`config.mk`:
```
export PLATFORM = sky130hd
export DESIGN_NAME = alu_share_arb
export DESIGN_NICKNAME = d
export VERILOG_FILES = /design/src/rtl/alu_share_arb.sv
export SDC_FILE = /design/constraint.sdc
export NUM_CORES = 1
export LEC_CHECK = 0
export CAP_MARGIN = 15
export CORE_AREA = 5 5 160 162
export CTS_BUF_LIST = sky130_fd_sc_hd__clkbuf_4 sky130_fd_sc_hd__clkbuf_8
export DETAILED_ROUTE_END_ITERATION = 8
export DIE_AREA = 0 0 165 167
export GPL_ROUTABILITY_DRIVEN = 0
export GPL_TIMING_DRIVEN = 0
export PLACE_DENSITY_LB_ADDON = 0.3
export SYNTH_ARGS = -nofsm -noshare
export SYNTH_HDL_FRONTEND = slang
export SYNTH_SLANG_ARGS = --single-unit
```
`constraint.sdc`:
```
create_clock -name clk -period 7.4 [get_ports clk]
set_input_delay 1.48 -clock clk [delete_from_list [all_inputs] [get_ports clk]]
set_output_delay 1.48 -clock clk [all_outputs]
set_load 0.01 [all_outputs]
```
`src/rtl/alu_share_arb.sv`:
```
// alu_share_arb: shares one external combinational yAlu between NREQ requesters.
// Round-robin grant in IDLE, one ALU cycle in EXEC, and a registered, tagged
// response in RESP that is held until the consumer takes it.
// Optional build macro ALU_OPCHECK_EN: flags opcodes outside {000,001,010,110}
// through rsp_err and forces a zero result for them.
module alu_share_arb #(
  parameter int unsigned NREQ  = 4,
  parameter int unsigned WIDTH = 32,
  parameter int unsigned IDW   = 2
) (
  input  logic                  clk,
  input  logic                  rst_n,
  input  logic [NREQ-1:0]       req_valid,
  output logic [NREQ-1:0]       req_ready,
  input  logic [NREQ*WIDTH-1:0] req_a,
  input  logic [NREQ*WIDTH-1:0] req_b,
  input  logic [NREQ*3-1:0]     req_op,
  output logic [WIDTH-1:0]      alu_a,
  output logic [WIDTH-1:0]      alu_b,
  output logic [2:0]            alu_op,
  input  logic [WIDTH-1:0]      alu_z,
  input  logic                  alu_ex,
  output logic                  rsp_valid,
  input  logic                  rsp_ready,
  output logic [WIDTH-1:0]      rsp_z,
  output logic                  rsp_ex,
  output logic [IDW-1:0]        rsp_id,
  output logic                  rsp_err
);

  typedef enum logic [1:0] {StIdle, StExec, StResp} state_t;

  state_t           state_q;
  logic [IDW-1:0]   ptr_q;
  logic [WIDTH-1:0] a_q;
  logic [WIDTH-1:0] b_q;
  logic [2:0]       op_q;
  logic [IDW-1:0]   id_q;
  logic             rsp_valid_q;
  logic [WIDTH-1:0] rsp_z_q;
  logic             rsp_ex_q;
  logic [IDW-1:0]   rsp_id_q;

  logic             gnt_found;
  logic [IDW-1:0]   gnt_idx;
  logic [WIDTH-1:0] sel_a;
  logic [WIDTH-1:0] sel_b;
  logic [2:0]       sel_op;

`ifdef ALU_OPCHECK_EN
  logic rsp_err_q;

  function automatic logic op_legal(input logic [2:0] op);
    return op inside {3'b000, 3'b001, 3'b010, 3'b110};
  endfunction
`endif

  // Round-robin search starting just after the last served requester
  always_comb begin
    int unsigned     idx;
    logic [NREQ-1:0] rot;
    gnt_found = 1'b0;
    gnt_idx   = '0;
    idx       = 0;
    rot       = '0;
    for (int unsigned k = 1; k <= NREQ; k++) begin
      idx = 32'(ptr_q) + k;
      if (idx >= NREQ) idx = idx - NREQ;
      rot = req_valid >> idx;
      if (!gnt_found && rot[0]) begin
        gnt_found = 1'b1;
        gnt_idx   = IDW'(idx);
      end
    end
  end

  // Operand mux for the candidate grant
  always_comb begin
    sel_a  = req_a[int'(gnt_idx)*WIDTH +: WIDTH];
    sel_b  = req_b[int'(gnt_idx)*WIDTH +: WIDTH];
    sel_op = req_op[int'(gnt_idx)*3 +: 3];
  end

  // Grant is only offered in IDLE and never while reset is asserted
  always_comb begin
    req_ready = '0;
    if (rst_n && (state_q == StIdle) && gnt_found) begin
      req_ready = {{(NREQ-1){1'b0}}, 1'b1} << gnt_idx;
    end
  end

  // Sequencer: accept, run the ALU for one cycle, hold the response
  always_ff @(posedge clk) begin
    if (!rst_n) begin
      state_q     <= StIdle;
      ptr_q       <= IDW'(NREQ - 1);
      a_q         <= '0;
      b_q         <= '0;
      op_q        <= '0;
      id_q        <= '0;
      rsp_valid_q <= 1'b0;
      rsp_z_q     <= '0;
      rsp_ex_q    <= 1'b0;
      rsp_id_q    <= '0;
`ifdef ALU_OPCHECK_EN
      rsp_err_q   <= 1'b0;
`endif
    end else begin
      unique case (state_q)
        StIdle: begin
          if (gnt_found) begin
            a_q     <= sel_a;
            b_q     <= sel_b;
            op_q    <= sel_op;
            id_q    <= gnt_idx;
            ptr_q   <= gnt_idx;
            state_q <= StExec;
          end
        end
        StExec: begin
          rsp_valid_q <= 1'b1;
          rsp_id_q    <= id_q;
`ifdef ALU_OPCHECK_EN
          if (op_legal(op_q)) begin
            rsp_z_q   <= alu_z;
            rsp_ex_q  <= alu_ex;
            rsp_err_q <= 1'b0;
          end else begin
            rsp_z_q   <= '0;
            rsp_ex_q  <= 1'b0;
            rsp_err_q <= 1'b1;
          end
`else
          rsp_z_q     <= alu_z;
          rsp_ex_q    <= alu_ex;
`endif
          state_q     <= StResp;
        end
        StResp: begin
          if (rsp_ready) begin
            rsp_valid_q <= 1'b0;
            state_q     <= StIdle;
          end
        end
        default: state_q <= StIdle;
      endcase
    end
  end

  // ALU is always fed from the latched operands so it is quiet outside EXEC
  always_comb begin
    alu_a     = a_q;
    alu_b     = b_q;
    alu_op    = op_q;
    rsp_valid = rsp_valid_q;
    rsp_z     = rsp_z_q;
    rsp_ex    = rsp_ex_q;
    rsp_id    = rsp_id_q;
`ifdef ALU_OPCHECK_EN
    rsp_err   = rsp_err_q;
`else
    rsp_err   = 1'b0;
`endif
  end

endmodule

```
Word level (Yosys, flattened, before mapping)
Cells that the tools add are included.
- bits in registers: 109
- latch bits: 0
- bits in writable memories: 0
- ROM bits: 0
- logic and storage cells: 66
- memories: 0
- add/sub/neg operators: 8
- $mul: 1
- divide/modulo/power cells: 0
- order comparisons: 4
- equal/unequal tests: 4
- shifts and indexed selects: 8
- multiplexer cells: 18
- bitwise gates (word level): 0
- reductions and logical operators: 13
- operators by type and width (kind ; number):
    $shiftx A128 B8 Y32 ; 2
    $mux W32 ; 4
    $shr A4 B32 Y1 ; 4
    $mux W2 ; 6
    $shiftx A12 B5 Y3 ; 1
    $sub A3 B3 Y4 const B ; 3
    $ge A3 B3 Y1 const B ; 3
    $add A2 B2 Y3 const B ; 2
    $pmux W2 S3 ; 1
    $reduce_and A2 Y1 ; 3
    $logic_and A1 B1 Y1 ; 5
    $mux W1 ; 5
    $sub A4 B3 Y5 const B ; 1
    $add A2 B3 Y4 const B ; 1
    $ge A4 B3 Y1 const B ; 1
    $mul A2 B2 Y4 const B ; 1
    $mux W4 ; 1
    $ne A2 B2 Y1 const B ; 2
    $shl A1 B2 Y4 const A ; 1
    $add A2 B1 Y3 const B ; 1
    $logic_not A1 Y1 ; 3
    $eq A2 B1 Y1 const B ; 1
    $eq A2 B2 Y1 const B ; 1
    $logic_not A2 Y1 ; 1
    2 further kinds ; 2

Depth between registers and ports, before layout
Gate-level depths: netlist (run 1).
- depth after elaboration: 16
- gate-level depth with buffers: 13
- gate-level depth less buffers: 8

Worst setup path before layout (run 1)
Ideal clock, no wire load.
- path type: in2out
- start: in req_valid[3]
- end: out req_ready[0]
- arrival: 3.101 ns
- required time: 5.920 ns
- path slack: 2.819 ns
- stages: 8
- path buffers: 3
- cell sequence: mux4_2 > o21ai_1 > o2111ai_1 > buf_4 > buf_4 > buf_2 > o211a_1 > nor3_1
- longest elaborated chain between the ends: 13
- elaborated cells between the ends (all ways): 21
- ends and longest elaborated chain (what ; line ; text):
    start: declaration ; 13 ; input logic [NREQ-1:0] req_valid,
    $shr A4 B32 Y1 ; 69 ; rot = req_valid >> idx;
    $mux W1 ; 70 ; if (!gnt_found && rot[0]) begin
    $logic_not A1 Y1 ; 70 ;
    $logic_and A1 B1 Y1 ; 70 ;
    $mux W1 ; 70 ;
    $logic_not A1 Y1 ; 70 ;
    $logic_and A1 B1 Y1 ; 70 ;
    $mux W1 ; 70 ;
    $logic_not A1 Y1 ; 70 ;
    $logic_and A1 B1 Y1 ; 70 ;
    $mux W2 or $mux W1 (tied branches) ; 70 ;
    $shl A1 B2 Y4 or $logic_and A1 B1 Y1 (tied branches) ; 88, 87 ;
    $mux W4 (*) ; 87 ; if (rst_n && (state_q == StIdle) && gnt_found) begin
    end: declaration ; 14 ; output logic [NREQ-1:0] req_ready,
Every way passes the cells marked *; elsewhere a longest branch is shown, timed or not.

Worst setup path in the final report (run 1)
- start: in req_valid[0]
- end: out req_ready[0]
The elaborated chain is that of the path after synthesis.

==> results.ini, run 1 <==
[synth]
ys_types = 46
syn_avg_cell_area_um2 = 9.00
netlist_top_cells_area = dfxtp_1, o2111a_1, a211oi_1, o32ai_1, nand2_1
synth_area_leader_cell = dfxtp_1
synth_edf_count = 0
yosysTopAreaCellShare_pct = 30.7
synthArstFlopShare_pct = 0
synth_nets = 1104
synthCells = 791
seq_area_frac_synth_pct = 30.7
yosys_register_bits = 109
syn_area_mm2 = 0.00712
synth_top_flop_cell = dfxtp_1
yosys_warnings = 0

[floorplan]
die_y_um = 167
die_area_mm2 = 0.0276
coreArea_mm2 = 0.0240
start_util_pct = 29.7
die_x_um = 165
num_rows = 57
ioPinCount = 416

[drt]
topRoutingLayerUsed = met5
dr.pass1.iters = 5
num_vias = 8434
drt-met1-wl_um = 13500
wirelength_um = 35500
wire_per_inst_um = 23.0
met2_length_um = 18100
drt-vias-per-instance = 5.46
antenna_left = 0
wl_met3_um = 3010
drc = 0
drt_iter0_drc = 428

[finish]
syn2layout_area_growth_pct = 66.8
fillCellCount = 2336
multiInputGateArea_mm2 = 0.00414
drive_gt1_share_pct = 6.80
seqCellArea_mm2 = 0.00218
nets = 1529
final_util_pct = 49.5

[timing]
setup_viol_count_final = 0
max_freq_mhz = 163
grt_setup_unrepaired = false
slew_headroom_pct = 45.0
tightest_slew_ns = 0.825
finalCritPeriodShare_pct = 82.8
setup_tns_ns = 0
hold_ws_ns = 0.461
clock_skew_ns = 0.0184
drv_slew = 0
hold_viol = 0
fin_crit_ns = 6.13

[cts]
path_clk_slew_ns = 0.11
post_cts_buffers = 0
tritoncts.num_buffers = 9
clock_sinks = 109
ctsHoldBuffers = 0
ctsResizeCount = 0
clkLatencyLatePin_ns = 0.40
clock_path_buffers = 2
cts_max_level = 3
cts_tree = done
cts_root_buf = clkbuf_8

[status]
status = finished clean

[critical_path]
cp_max_fo = 10
cp_slowest_stage_delay_ns = 0.54
crit_chain = clkdlybuf4s50_1 -> mux2_2 -> nand2_1 -> clkbuf_1 -> clkbuf_1 -> o211a_1 -> nor3_1 -> clkdlybuf4s50_1
crit_arrival_ns = 4.65
end_kind = output port
reg2reg_depth = 12
cp.required_ns = 5.92
path_class = in2out
critPathLaunchType = input pin
crit_path_top_delay_cell = nand2_1

[grt]
gr-total-overflow = 0
antenna_found_initial = 6
first_global_vias = 8643
grt_use_total_pct = 24.5
grt_pass1_wl_um = 51900
grt_start_max_net_pins = 22

[power]
vdd_drop_max_v = 0.000233
p_per_area_mw_per_mm2 = 435
leakagePower_uw = 0.00391
total_power_uw = 5160

[hold_path]
hold-path-cell-count = 2
hp-class = reg2reg

[placement]
dp_hpwl_um = 28200
port_buffers = 414

[run]
drv_cap = 0

==> worst paths after layout <==
path | end | slack [ns] | startpoint
setup / recovery | req_ready[0] | 1.27 | req_valid[0]
hold / removal | alu_b[13] | 0.46 | alu_b[13]
setup reg to reg | alu_a[13] | 3.86 | ptr_q[0]
hold reg to reg | alu_b[13] | 0.46 | alu_b[13]
==> state kept, by name (all words and copies together), names as in the netlist <==
name / cells
alu_a: 32
ptr_q: 2
rsp_ex: 1
rsp_id: 2
alu_b: 32
state_q: 2
rsp_valid: 1
alu_op: 3
rsp_z: 32
id_q: 2
==> per-layer routing <==
layer  global-route usage, %  vias up
li1                        -     4035
met1                    27.9     3962
met2                    43.5      368
met3                    7.66       59
met4                    6.91       10
met5                       0        -
==> power by group <==
part / internal, uW / switching (uW)
Sequential: 773 / 99.2
Clock: 135 / 255
Combinational: 1560 / 2340
==> critical path, delay by kind of cell <==
kind / cells / cell delay (ns)
AO/OA/AOI/OAI: 1 / 0.29
AND/OR/NAND/NOR: 2 / 0.62
multiplexers: 1 / 0.30
buffers and inverters: 4 / 1.92
==> synthesized netlist by cell type (4+ instances only) <==
library cell  count
a211oi_1        127
a211oi_2          8
a21boi_0         36
buf_1             4
buf_2            34
buf_4             6
buf_6             5
clkbuf_1         66
dfxtp_1         109
ha_1              5
inv_1            70
nand2_1          76
nor3_1            5
o2111a_1        134
o32ai_1          67
==> cell usage in the layout (no fill, tap or decap), types with 2 or more instances in the layout <==
master	n
a211oi_1	127
a211oi_2	8
a21boi_0	36
buf_1	4
buf_2	34
buf_4	6
buf_6	5
clkbuf_1	66
clkbuf_8	9
clkdlybuf4s50_1	414
dfxtp_1	109
ha_1	5
inv_1	70
inv_8	3
mux2_2	2
mux2i_1	2
nand2_1	76
nor2_1	2
nor2b_1	2
nor3_1	5
nor3b_1	2
o2111a_1	134
o211a_1	2
o211ai_1	2
o21ai_1	2
o32ai_1	67
==> layout make-up <==
type | count | area share, %
multi-input cells | 497 | 34.9
inverters | 70 | 2.21
plain buffers | 115 | 4.50
well taps | 324 | 3.42
flip-flops and latches | 109 | 18.4
clock inverters | 7 | 0.633
diodes | 1 | 0.0211
repair buffers | 414 | 34.9
clock buffers | 9 | 1.04
==> through the flow <==
step	instances	setup slack [ns]	instance area, um^2
finish	1546	1.27	11900
global route	1546	1.10	11900
CTS	1545	1.24	11900
detailed placement	1529	1.27	11700
global placement	1529	1.31	11700
floorplan	791	2.82	7120
==> logic make-up (layout without fill, tap and decap cells) <==
group / count (synthesis) / count (layout) / share of synthesized area [%]
simple gates: 94 / 94 / 5.75
buf+inv: 185 / 615 / 11.2
other cells: 1 / 2 / 0.0527
fa+ha+maj: 5 / 5 / 0.879
flops: 109 / 109 / 30.7
compound gates: 392 / 392 / 50.5
mux: 5 / 5 / 0.914
No activity file was read; power rests on OpenSTA's default activity.
==> run 2: changes to the inputs <==
==> constraint.sdc (replaced) <==
create_clock -name clk -period 5.1 [get_ports clk]
set_input_delay 1.02 -clock clk [delete_from_list [all_inputs] [get_ports clk]]
set_output_delay 1.02 -clock clk [all_outputs]
set_load 0.01 [all_outputs]
==> results.ini, run 2 (synthesis results as in run 1) <==
[hold_path]
hp-class = reg2reg
min_to = alu_b[13]
min_from = alu_b[13]
hold-path-cell-count = 2  ; unchanged

[timing]
slew_headroom_pct = 58.3  ; +13 points
fin_ws_ns = 0.232  ; -1.04 ns
drv_slew = 0  ; unchanged
setup_viol_count_final = 0  ; unchanged
setup_tns_ns = 0  ; unchanged
hold_viol = 0  ; unchanged
hold_ws_ns = 0.463  ; +0.00152 ns
fin_crit_ns = 4.87
clock_skew_ns = 0.0203  ; +0.00182 ns
tightest_slew_ns = 0.625  ; -0.199 ns
max_freq_mhz = 205
grt_setup_unrepaired = false
finalCritPeriodShare_pct = 95.5

[floorplan]
ioPinCount = 416  ; unchanged
start_util_pct = 29.7  ; unchanged
die_area_mm2 = 0.0276  ; unchanged
die_x_um = 165  ; unchanged
coreArea_mm2 = 0.0240  ; unchanged
num_rows = 57  ; unchanged
die_y_um = 167  ; unchanged

[critical_path]
rr_endpoint = alu_a[13]
path_class = in2out
end_kind = output port
cp_max_fo = 10  ; unchanged
cp.required_ns = 4.08  ; -1.84 ns
critPathLaunchType = input pin
critPathLaunch = req_valid[0]
crit_arrival_ns = 3.85  ; -0.80 ns
rrSetupSlack_ns = 1.58  ; -2.28 ns
r2r-start = ptr_q[0]
reg2reg_depth = 12  ; unchanged

[finish]
nets = 1530  ; +0.065%
layout_common_cells = clkdlybuf4s50_1, o2111a_1, a211oi_1
syn2layout_area_growth_pct = 67.3
final_common_cell = clkdlybuf4s50_1
drive_gt1_share_pct = 7.20  ; +0.40 points

[drt]
drt-vias-per-instance = 5.46  ; about the same
dr.pass1.iters = 5  ; unchanged
wirelength_um = 35500  ; about the same
antenna_left = 0  ; unchanged
wire_per_inst_um = 23.0  ; about the same
drc = 0  ; unchanged
num_vias = 8440  ; +0.071%
drt_iter0_drc = 464  ; +8.4%

[placement]
pre_cts_slack_ns = -0.115  ; -1.38 ns
port_buffers = 414  ; unchanged
dp_hpwl_um = 28200  ; unchanged

[power]
vdd_drop_max_v = 0.000340  ; +46%
p_per_area_mw_per_mm2 = 631  ; +45%
leakagePower_uw = 0.00394  ; +0.76%

[grt]
first_global_vias = 8660  ; +0.20%
top_usage_layer = met2
use_met3_pct = 7.66  ; unchanged
grt_start_max_net_pins = 22  ; unchanged
grtUsageMet1_pct = 27.9  ; +0.046 points
gr-total-overflow = 0  ; unchanged
grt_use_total_pct = 24.5  ; +0.041 points
grt_use_met2_pct = 43.6  ; +0.089 points
grt_pass1_wl_um = 52000  ; +0.21%
antenna_found_initial = 6  ; unchanged

[cts]
cts_tree = done
cts_root_buf = clkbuf_8
clock_path_buffers = 2  ; unchanged
path_clk_slew_ns = 0.11  ; about the same
clkLatencyLatePin_ns = 0.40  ; about the same
tritoncts.num_buffers = 9  ; unchanged
clock_sinks = 109  ; unchanged
cts_max_level = 3  ; unchanged

[run]
drv_cap = 0  ; unchanged

[status]
status = finished clean

## run 2: cell count changes in the layout (fill, tap and decap cells not counted), sizes merged
cell,before,now
dlygate4sd2,0,1
buf,49,50
dlymetal6s2s,0,1
clkdlybuf4s50,414,412
## run 2: final cells by class
| type | instances | area, um^2 |
|---|---|---|
| inverters | 70 | 263 |
| multi-input cells | 497 | 4160 |
| repair buffers | 415 | 4150 |
| clock inverters | 7 | 75.1 |
| well taps | 324 | 405 |
| flip-flops and latches | 109 | 2180 |
| fillers | 2331 | 12100 |
| clock buffers | 9 | 124 |
| plain buffers | 115 | 539 |
| diodes | 1 | 2.50 |
## run 2: per-layer routing
metal / wire length (um) / up-vias
met5: 63 / -
met4: 827 / 10
met2: 18100 / 339
met3: 2790 / 57
li1: - / 4034
met1: 13700 / 4000
## run 2: worst max-delay path: stages
cell	delay, ns
clkdlybuf4s50_1	0.45
mux2_2	0.32
a22oi_2	0.32
a211oi_2	0.14
o2bb2ai_2	0.47
clkbuf_1	0.48
nor3_1	0.12
clkdlybuf4s50_1	0.52
## run 2: worst max-delay path by stage
stage              endpoint  slack [ns]  cells after the start
2_1_floorplan  req_ready[0]        1.44                      8
3_3_place_gp   req_ready[1]       -0.07                      8
3_5_place_dp   req_ready[1]       -0.11                      8
4_1_cts        req_ready[0]       0.009                      9
5_1_grt        req_ready[2]        0.01                      8
6_report       req_ready[2]        0.23                      8
## run 2: power breakdown
| part | internal, uW | switching [uW] | total [uW] |
|---|---|---|---|
| logic | 2270 | 3410 | 5680 |
| registers | 1120 | 143 | 1270 |
| clock network | 196 | 371 | 566 |
| total | 3590 | 3920 | 7510 |
## run 2: per-stage QoR
stage / cell area [um^2] / utilization (%) / instances / power [uW]
after global routing: 11900 / 49.7 / 1547 / 8050
after CTS: 11900 / 49.6 / 1546 / 7520
final: 11900 / 49.7 / 1547 / 7510
after detailed placement: 11700 / 48.7 / 1529 / 6910
after floorplan: 7120 / - / 791 / 4850
after global placement: 11700 / 48.7 / 1529 / 6850
## run 2: repair_timing
action | in CTS | in global routing
endpoints found under the setup margin | 2 | 3
setup buffers | 1 | 0
endpoints found under the hold margin | 0 | 0
gates resized for setup | 5 | 5
pin swaps | 1 | 0
hold buffers | 0 | 0
